===== src/rtl/mem_access_arbiter.sv =====
// Shares the unified ROM/RAM memory between an instruction-fetch port (0) and a
// data port (1): round-robin grant, one transaction in flight, ROM writes dropped.
module mem_access_arbiter #(
  parameter int DATA_WIDTH = 32,
  parameter int ADDR_WIDTH = 32,
  parameter logic [ADDR_WIDTH-1:0] RAM_BASE = ADDR_WIDTH'(32'h1001_0000),
  parameter int READ_LATENCY = 1
) (
  input  logic                  clk,
  input  logic                  reset,
  input  logic                  req0_i,
  input  logic                  we0_i,
  input  logic [ADDR_WIDTH-1:0] addr0_i,
  input  logic [DATA_WIDTH-1:0] wdata0_i,
  input  logic                  req1_i,
  input  logic                  we1_i,
  input  logic [ADDR_WIDTH-1:0] addr1_i,
  input  logic [DATA_WIDTH-1:0] wdata1_i,
  output logic                  ack0_o,
  output logic                  ack1_o,
  output logic                  err_o,
  output logic [DATA_WIDTH-1:0] rdata_o,
  output logic                  busy_o,
  output logic [ADDR_WIDTH-1:0] mem_addr_o,
  output logic [DATA_WIDTH-1:0] mem_wdata_o,
  output logic                  mem_we_o,
  input  logic [DATA_WIDTH-1:0] mem_rdata_i
);

  localparam int CNT_W = 3;
  localparam logic [CNT_W-1:0] LAT = CNT_W'(READ_LATENCY);

  typedef enum logic [1:0] {
    ST_IDLE,
    ST_ISSUE,
    ST_WAIT,
    ST_DONE
  } state_t;

  state_t                state_q, state_d;
  logic                  last_grant_q, last_grant_d;
  logic                  grant_q, grant_d;
  logic                  we_q, we_d;
  logic                  ram_q, ram_d;
  logic [ADDR_WIDTH-1:0] addr_q, addr_d;
  logic [DATA_WIDTH-1:0] wdata_q, wdata_d;
  logic [CNT_W-1:0]      cnt_q, cnt_d;
  logic [DATA_WIDTH-1:0] rdata_q, rdata_d;

  logic                  sel_port;
  logic [ADDR_WIDTH-1:0] sel_addr;

  always_ff @(posedge clk or posedge reset) begin
    if (reset) begin
      state_q      <= ST_IDLE;
      last_grant_q <= 1'b1;
      grant_q      <= 1'b0;
      we_q         <= 1'b0;
      ram_q        <= 1'b0;
      addr_q       <= '0;
      wdata_q      <= '0;
      cnt_q        <= '0;
      rdata_q      <= '0;
    end else begin
      state_q      <= state_d;
      last_grant_q <= last_grant_d;
      grant_q      <= grant_d;
      we_q         <= we_d;
      ram_q        <= ram_d;
      addr_q       <= addr_d;
      wdata_q      <= wdata_d;
      cnt_q        <= cnt_d;
      rdata_q      <= rdata_d;
    end
  end

  always_comb begin
    state_d      = state_q;
    last_grant_d = last_grant_q;
    grant_d      = grant_q;
    we_d         = we_q;
    ram_d        = ram_q;
    addr_d       = addr_q;
    wdata_d      = wdata_q;
    cnt_d        = cnt_q;
    rdata_d      = rdata_q;
    sel_port     = 1'b0;
    sel_addr     = addr0_i;

    case (state_q)
      ST_IDLE: begin
        if (req0_i || req1_i) begin
          // On a tie the port that did not win last time is served.
          sel_port     = (req0_i && req1_i) ? ~last_grant_q : req1_i;
          sel_addr     = sel_port ? addr1_i : addr0_i;
          grant_d      = sel_port;
          last_grant_d = sel_port;
          we_d         = sel_port ? we1_i : we0_i;
          addr_d       = sel_addr;
          wdata_d      = sel_port ? wdata1_i : wdata0_i;
          ram_d        = (sel_addr >= RAM_BASE);
          state_d      = ST_ISSUE;
        end
      end
      ST_ISSUE: begin
        if (we_q) begin
          state_d = ST_DONE;
        end else begin
          cnt_d   = LAT;
          state_d = ST_WAIT;
        end
      end
      ST_WAIT: begin
        if (cnt_q <= CNT_W'(1)) begin
          rdata_d = mem_rdata_i;
          state_d = ST_DONE;
        end else begin
          cnt_d = cnt_q - CNT_W'(1);
        end
      end
      ST_DONE: begin
        state_d = ST_IDLE;
      end
      default: begin
        state_d = ST_IDLE;
      end
    endcase
  end

  // Outputs decode only registered state so no requester input reaches them combinationally.
  always_comb begin
    busy_o      = (state_q != ST_IDLE);
    ack0_o      = (state_q == ST_DONE) && !grant_q;
    ack1_o      = (state_q == ST_DONE) && grant_q;
    err_o       = (state_q == ST_DONE) && we_q && !ram_q;
    mem_we_o    = (state_q == ST_ISSUE) && we_q && ram_q;
    mem_addr_o  = (state_q == ST_IDLE) ? '0 : addr_q;
    mem_wdata_o = (state_q == ST_IDLE) ? '0 : wdata_q;
    rdata_o     = rdata_q;
  end

endmodule


===== config.mk =====
export PLATFORM = sky130hd
export DESIGN_NAME = mem_access_arbiter
export DESIGN_NICKNAME = d
export VERILOG_FILES = /design/src/rtl/mem_access_arbiter.sv
export SDC_FILE = /design/constraint.sdc
export NUM_CORES = 1
export LEC_CHECK = 0
export ABC_AREA = 1
export CORE_ASPECT_RATIO = 1.5
export CORE_MARGIN = 2
export CORE_UTILIZATION = 30
export DETAILED_ROUTE_END_ITERATION = 8
export GPL_TIMING_DRIVEN = 0
export PLACE_DENSITY = 0.66
export SLEW_MARGIN = 25
export SYNTH_ARGS = -nofsm -noshare
export SYNTH_HDL_FRONTEND = slang
export SYNTH_SLANG_ARGS = --single-unit

===== constraint.sdc =====
create_clock -name clk -period 3.55 [get_ports clk]
set_clock_uncertainty 0.05 [all_clocks]
set_input_delay 0.71 -clock clk [delete_from_list [all_inputs] [get_ports clk]]
set_output_delay 0.71 -clock clk [all_outputs]
set_load 0.05 [all_outputs]

==> impl_metrics.yaml, run 1 <==
place:
  place_ws_ps: 51.83
  dpl.cell_count: 1168
  post_dp_cell_area_mm2: 0.008117
  routabilityCongestion: 0.8180
  place_hpwl_um: 13530
  io_buffers: 265
yosys:
  ys.warnings.count: 0
  yosys.area_share.simple: 0.2435
  synth-xor-area-share: 0
  synth_area_mm2: 0.005169
  syn_inst: 692
  synth_top_family_by_area: "simple AND/OR/NAND/NOR gates"
  yosys.area_share.adder: 0.01452
  muxShareOfSynthArea: 0
  synth_nets: 864
  ys_seq_elements: 105
  yosysUniqueCellTypes: 23
  synth_seq_area_share: 0.5086
  syn-mean-instance-area_um2: 7.469
  synth_compound_area_frac: 0.1295
clocking:
  clkTransAtPathRegs_ps: 70
  cts_setup_buffers: 0
  cts_hold_buffers: 0
  clockBufferDepth: 2
  h-tree-depth: 3
  cts-buffers-inserted: 9
  clock-sinks: 105
  clk_latency_ps: 340
  cts_tree: "built"
  cts_root_buffer: "clkbuf_16"
global_route:
  use_met1: 0.2142
  busiest_layer: "met2"
  grt.total_usage: 0.1929
  grt_pass1_wl_um: 28170
  grt_start_max_net_pins: 66
  gr-usage-met2: 0.3520
  grt_antenna_before_repair: 0
  grt_pass1_vias: 5613
  grtUsageMet3: 0.03927
  overflow: 0
floorplan:
  core_mm2: 0.01684
  die_x_um: 111.2
  start_util: 0.3070
  dieArea_mm2: 0.01832
  std_cell_rows: 58
  die_h_um: 164.8
  io_pins: 267
worst_setup_path:
  cp_max_fo: 10
  r2r_end: "wdata_q[3]"
  start_kind: "register"
  r2r_cells: 9
  crit_end: "mem_addr_o[27]"
  crit_type: "register to output port"
  r2r_setup_slack_ps: 1430
  crit_required_ps: 2790
  critPathCaptureType: "output port"
  arrival_ps: 2630
  worstReg2RegStart: "state_q[0]"
  crit_path_start: "state_q[0]"
min_path:
  min_from: "rdata_o[15]"
  hold_class: "register to register"
timing:
  setup_viol: 0
  rsz0062_at_grt: "no"
  hold_viol: 0
  fin_crit_sh: 0.9552
  fin_setup_tns_ps: 0
  layout_setup_ws_ps: 159.1
  slew_headroom: 0.5792
  slew_viol_final: 0
  worst-slew-pin-transition_ps: 631.1
  finalCriticalPeriod_ps: 3391
  max_freq_mhz: 294.9
final_layout:
  layout_commonest_cell: "clkdlybuf4s50_1"
  final_cell_mix: "clkdlybuf4s50_1, nand2_1, nor2_1, dfrtp_1, inv_1"
  final_area_mm2: 0.008497
  final_util: 0.5047
  diodes: 0
  layout.nets: 1141
  finalNonFillerCells: 1184
  synthToLayoutAreaGrowth_pct: 64.39
  drive_gt1_frac: 0.04928
routing:
  dr.first_iter.drc_count: 161
  wl_per_cell_um: 14.82
  drcViolationCount: 0
  final_antenna_net_count: 0
  first_pass_iters: 4
  dr_total_vias: 5367
  finalWirelength_um: 17550
  vias_per_cell: 4.533
power_and_ir_drop:
  power_density_mw_per_mm2: 1050
  ir_drop_mv: 0.6142
  leakage_nw: 4.360
job:
  maxCapViolCount: 0
run_status:
  outcome: "finished, final reports clean"
[what timing repair did]
item                       CTS  global route
resized for setup            4            29
setup endpoints to repair   30            29
pin swaps                    0             0
cloned                       0             0
[critical path, stage by stage (launching register included)]
cell             delay [ps]
dfrtp_1                 400
inv_1                   130
ha_1                    160
buf_2                   180
clkbuf_1                490
nor2_1                  170
clkdlybuf4s50_1         750
[cells in the mapped netlist]
master    number  area share
a31oi_1       16       0.019
nand2_1      189        0.14
clkbuf_1      22       0.016
nand3_1        6      0.0058
dfrtp_1      104        0.50
nor3_1         1     0.00097
o21bai_1       1      0.0015
o21ai_1        9      0.0087
a21oi_1        6      0.0058
buf_4          3      0.0044
inv_2          1     0.00073
inv_1         88       0.064
o22ai_1       34       0.041
o21ai_2        1      0.0017
buf_6          2      0.0044
nand3b_1       1      0.0015
nand2_2        2      0.0024
dfstp_2        1      0.0051
o21ai_0       53       0.051
ha_1           6       0.015
nor2_2         1      0.0012
nor2_1       130       0.094
buf_2         15       0.015
[kinds of logic (layout without fill, tap and decap cells)]
kind of cell | after synthesis | after routing
compound gates | 120 | 120
fa+ha+maj | 6 | 6
buf+inv | 131 | 413
flops | 105 | 105
simple gates | 330 | 330
[registers in the layout, indices dropped and copies added (netlist names)]
| signal | count |
|---|---|
| addr_q | 32 |
| state_q | 2 |
| we_q | 1 |
| rdata_o | 32 |
| wdata_q | 32 |
| cnt_q | 3 |
| grant_q | 1 |
| last_grant_q | 1 |
| ram_q | 1 |
[layout make-up]
cell class                 instances  area, um^2
clock buffer                       9       225.2
timing repair buffer             266        2753
multi-input combinational        456        2003
buffer                            42       207.7
inverter                          89       339.1
tap                              210       262.8
sequential                       105        2629
clock inverter                     7       77.57
fill                            1666        8339
[routing by layer]
metal,share of wire,vias to the layer above
li1,-,2697
met1,0.38,2424
met2,0.52,208
met3,0.060,38
met4,0.038,0
met5,0,-
[report_power, final]
| group | total (mW) | switching [mW] | leakage [nW] | internal (mW) |
|---|---|---|---|---|
| Clock | 1.05 | 0.488 | 0.152 | 0.557 |
| Combinational | 5.82 | 3.96 | 2.95 | 1.87 |
| Sequential | 2.05 | 0.250 | 1.26 | 1.80 |
[stage by stage]
step	hold slack, ps	total power, mW
after floorplan	403.0	5.939
after global placement	403.8	7.917
after detailed placement	407.1	7.970
after CTS	425.6	9.047
after global routing	451.5	9.494
final	420.8	8.920
[worst min path at each step]
stage,to,depth (start not counted)
after floorplan,addr_q[16],2
after global placement,rdata_o[15],2
after detailed placement,rdata_o[15],2
after CTS,rdata_o[15],2
after global routing,rdata_o[18],2
final,rdata_o[15],2
Note: power is estimated with default switching activity, not from simulation.
==> run 2, diff against run 1 <==
--- a/config.mk
+++ b/config.mk
@@ -12,6 +12,7 @@
 export DETAILED_ROUTE_END_ITERATION = 8
 export GPL_TIMING_DRIVEN = 0
 export PLACE_DENSITY = 0.66
+export RECOVER_POWER = 50
 export SLEW_MARGIN = 25
 export SYNTH_ARGS = -nofsm -noshare
 export SYNTH_HDL_FRONTEND = slang
==> impl_metrics.yaml, run 2 (same netlist as run 1, synthesis figures left out) <==
timing:
  rsz0062_at_grt: "no"
  hold_viol: 0
  slew_headroom: 0.03927
  max_freq_mhz: 293.3
  layout_setup_ws_ps: 140.6
  fin_crit_sh: 0.9604
  finalCriticalPeriod_ps: 3409
  holdWs_ps: 421.5
  setup_viol: 0
  worst-slew-pin-transition_ps: 1441
  slew_viol_final: 0
routing:
  dr_total_vias: 5378
  vias_per_cell: 4.542
  dr.first_iter.drc_count: 194
  final_antenna_net_count: 0
  finalWirelength_um: 17550
  first_pass_iters: 4
  drcViolationCount: 0
  wl_per_cell_um: 14.82
global_route:
  grt_antenna_before_repair: 0
  grt.total_usage: 0.1929
  grt_start_max_net_pins: 66
  grt_pass1_vias: 5613
  grt_pass1_wl_um: 28170
  overflow: 0
worst_setup_path:
  crit_required_ps: 2790
  max_stage_delay_ps: 750
  cp_max_fo: 10
  critPathCaptureType: "output port"
  cp_cell_sequence: "inv_1 -> ha_1 -> buf_2 -> clkbuf_1 -> nor2_1 -> clkdlybuf4s50_1"
  start_kind: "register"
  crit_type: "register to output port"
  arrival_ps: 2650
  slowest_stage: "clkdlybuf4s50_1"
run_status:
  outcome: "finished, final reports clean"
final_layout:
  regArea_mm2: 0.002629
  fillCellCount: 1672
  diodes: 0
  layout_commonest_cell: "clkdlybuf4s50_1"
  synthToLayoutAreaGrowth_pct: 63.52
  final_cell_mix: "clkdlybuf4s50_1, nand2_1, nor2_1, dfrtp_1, inv_1"
  drive_gt1_frac: 0.04312
  finalNonFillerCells: 1184
  layout.nets: 1141
  multi_input_area_mm2: 0.001998
min_path:
  hold_class: "register to register"
clocking:
  clkTransAtPathRegs_ps: 70
  cts_root_buffer: "clkbuf_16"
  clockBufferDepth: 2
  clock-sinks: 105
  cts_tree: "built"
  h-tree-depth: 3
  cts-buffers-inserted: 9
  clk_latency_ps: 340
place:
  place_hpwl_um: 13530
  place_ws_ps: 51.83
  dpl.cell_count: 1168
  io_buffers: 265
  routabilityCongestion: 0.8180
floorplan:
  start_util: 0.3070
  core_mm2: 0.01684
  io_pins: 267
  dieArea_mm2: 0.01832
  std_cell_rows: 58
  die_h_um: 164.8
  die_x_um: 111.2
power_and_ir_drop:
  leakage_nw: 4.336
  ir_drop_mv: 0.6142
  power_density_mw_per_mm2: 1053
job:
  maxCapViolCount: 0
## run 2: cell count changes in the layout (fill, tap and decap cells not counted), moves of 2 or more
cell,change
o21ai_1,-6
buf_6,-2
nand2_2,-2
o21ai_0,+6
dlygate4sd3_1,+2
clkdlybuf4s50_1,-2
nand2_1,+2
clkbuf_1,+3
## run 2: path summary, 6_finish.rpt
path	slack (ps)	startpoint	cells past startpoint	endpoint
worst min register to register	420	rdata_o[15]	2	rdata_o[15]
min in group asynchronous	1150	reset	2	addr_q[3]
worst max-delay path	140	state_q[0]	6	mem_addr_o[27]
worst min-delay path	420	rdata_o[15]	2	rdata_o[15]
worst max register to register	990	last_grant_q	7	addr_q[3]
max in group asynchronous	600	reset	3	addr_q[26]
## run 2: layout make-up
type | count | share of cell area
timing repair buffer | 266 | 0.3230
sequential | 105 | 0.3110
multi-input combinational | 456 | 0.2364
inverter | 89 | 0.03997
tap | 210 | 0.03109
clock buffer | 9 | 0.02665
buffer | 42 | 0.02265
clock inverter | 7 | 0.009178
## run 2: per-layer routing
metal / part of all wire / track usage / vias to the layer above
met2: 0.52 / 0.3520 / 211
li1: - / - / 2699
met4: 0.037 / 0.09371 / 0
met5: 0 / 0 / -
met1: 0.38 / 0.2142 / 2432
met3: 0.061 / 0.03927 / 36
## run 2: worst max-delay path, delay by kind of cell, from the launching register on
family	cells	cell delay [ps]
flip-flops	1	400
buffers and inverters	4	1560
adder cells (fa/ha/maj)	1	160
AND/OR/NAND/NOR	1	170
## run 2: report_power, final
group | internal [mW] | leakage (nW) | switching (mW)
combinational | 1.85 | 2.92 | 3.95
sequential | 1.80 | 1.26 | 0.249
clock | 0.557 | 0.152 | 0.489
total | 4.21 | 4.34 | 4.69
## run 2: per-stage QoR
step / total power, mW / util / TNS [ps] / area [um^2]
after detailed placement: 7.970 / 0.4821 / 0 / 8117
after global routing: 9.475 / 0.5020 / 0 / 8452
after CTS: 9.047 / 0.5004 / 0 / 8424
after floorplan: 5.939 / - / 0 / 5169
final: 8.901 / 0.5020 / 0 / 8452
after global placement: 7.917 / 0.4802 / -188210 / 8084
## run 2: what timing repair did
item,in CTS,in global routing
pin swaps,0,0
resized for setup,4,29
setup endpoints to repair,30,29
hold buffers,0,0
setup buffers,0,0
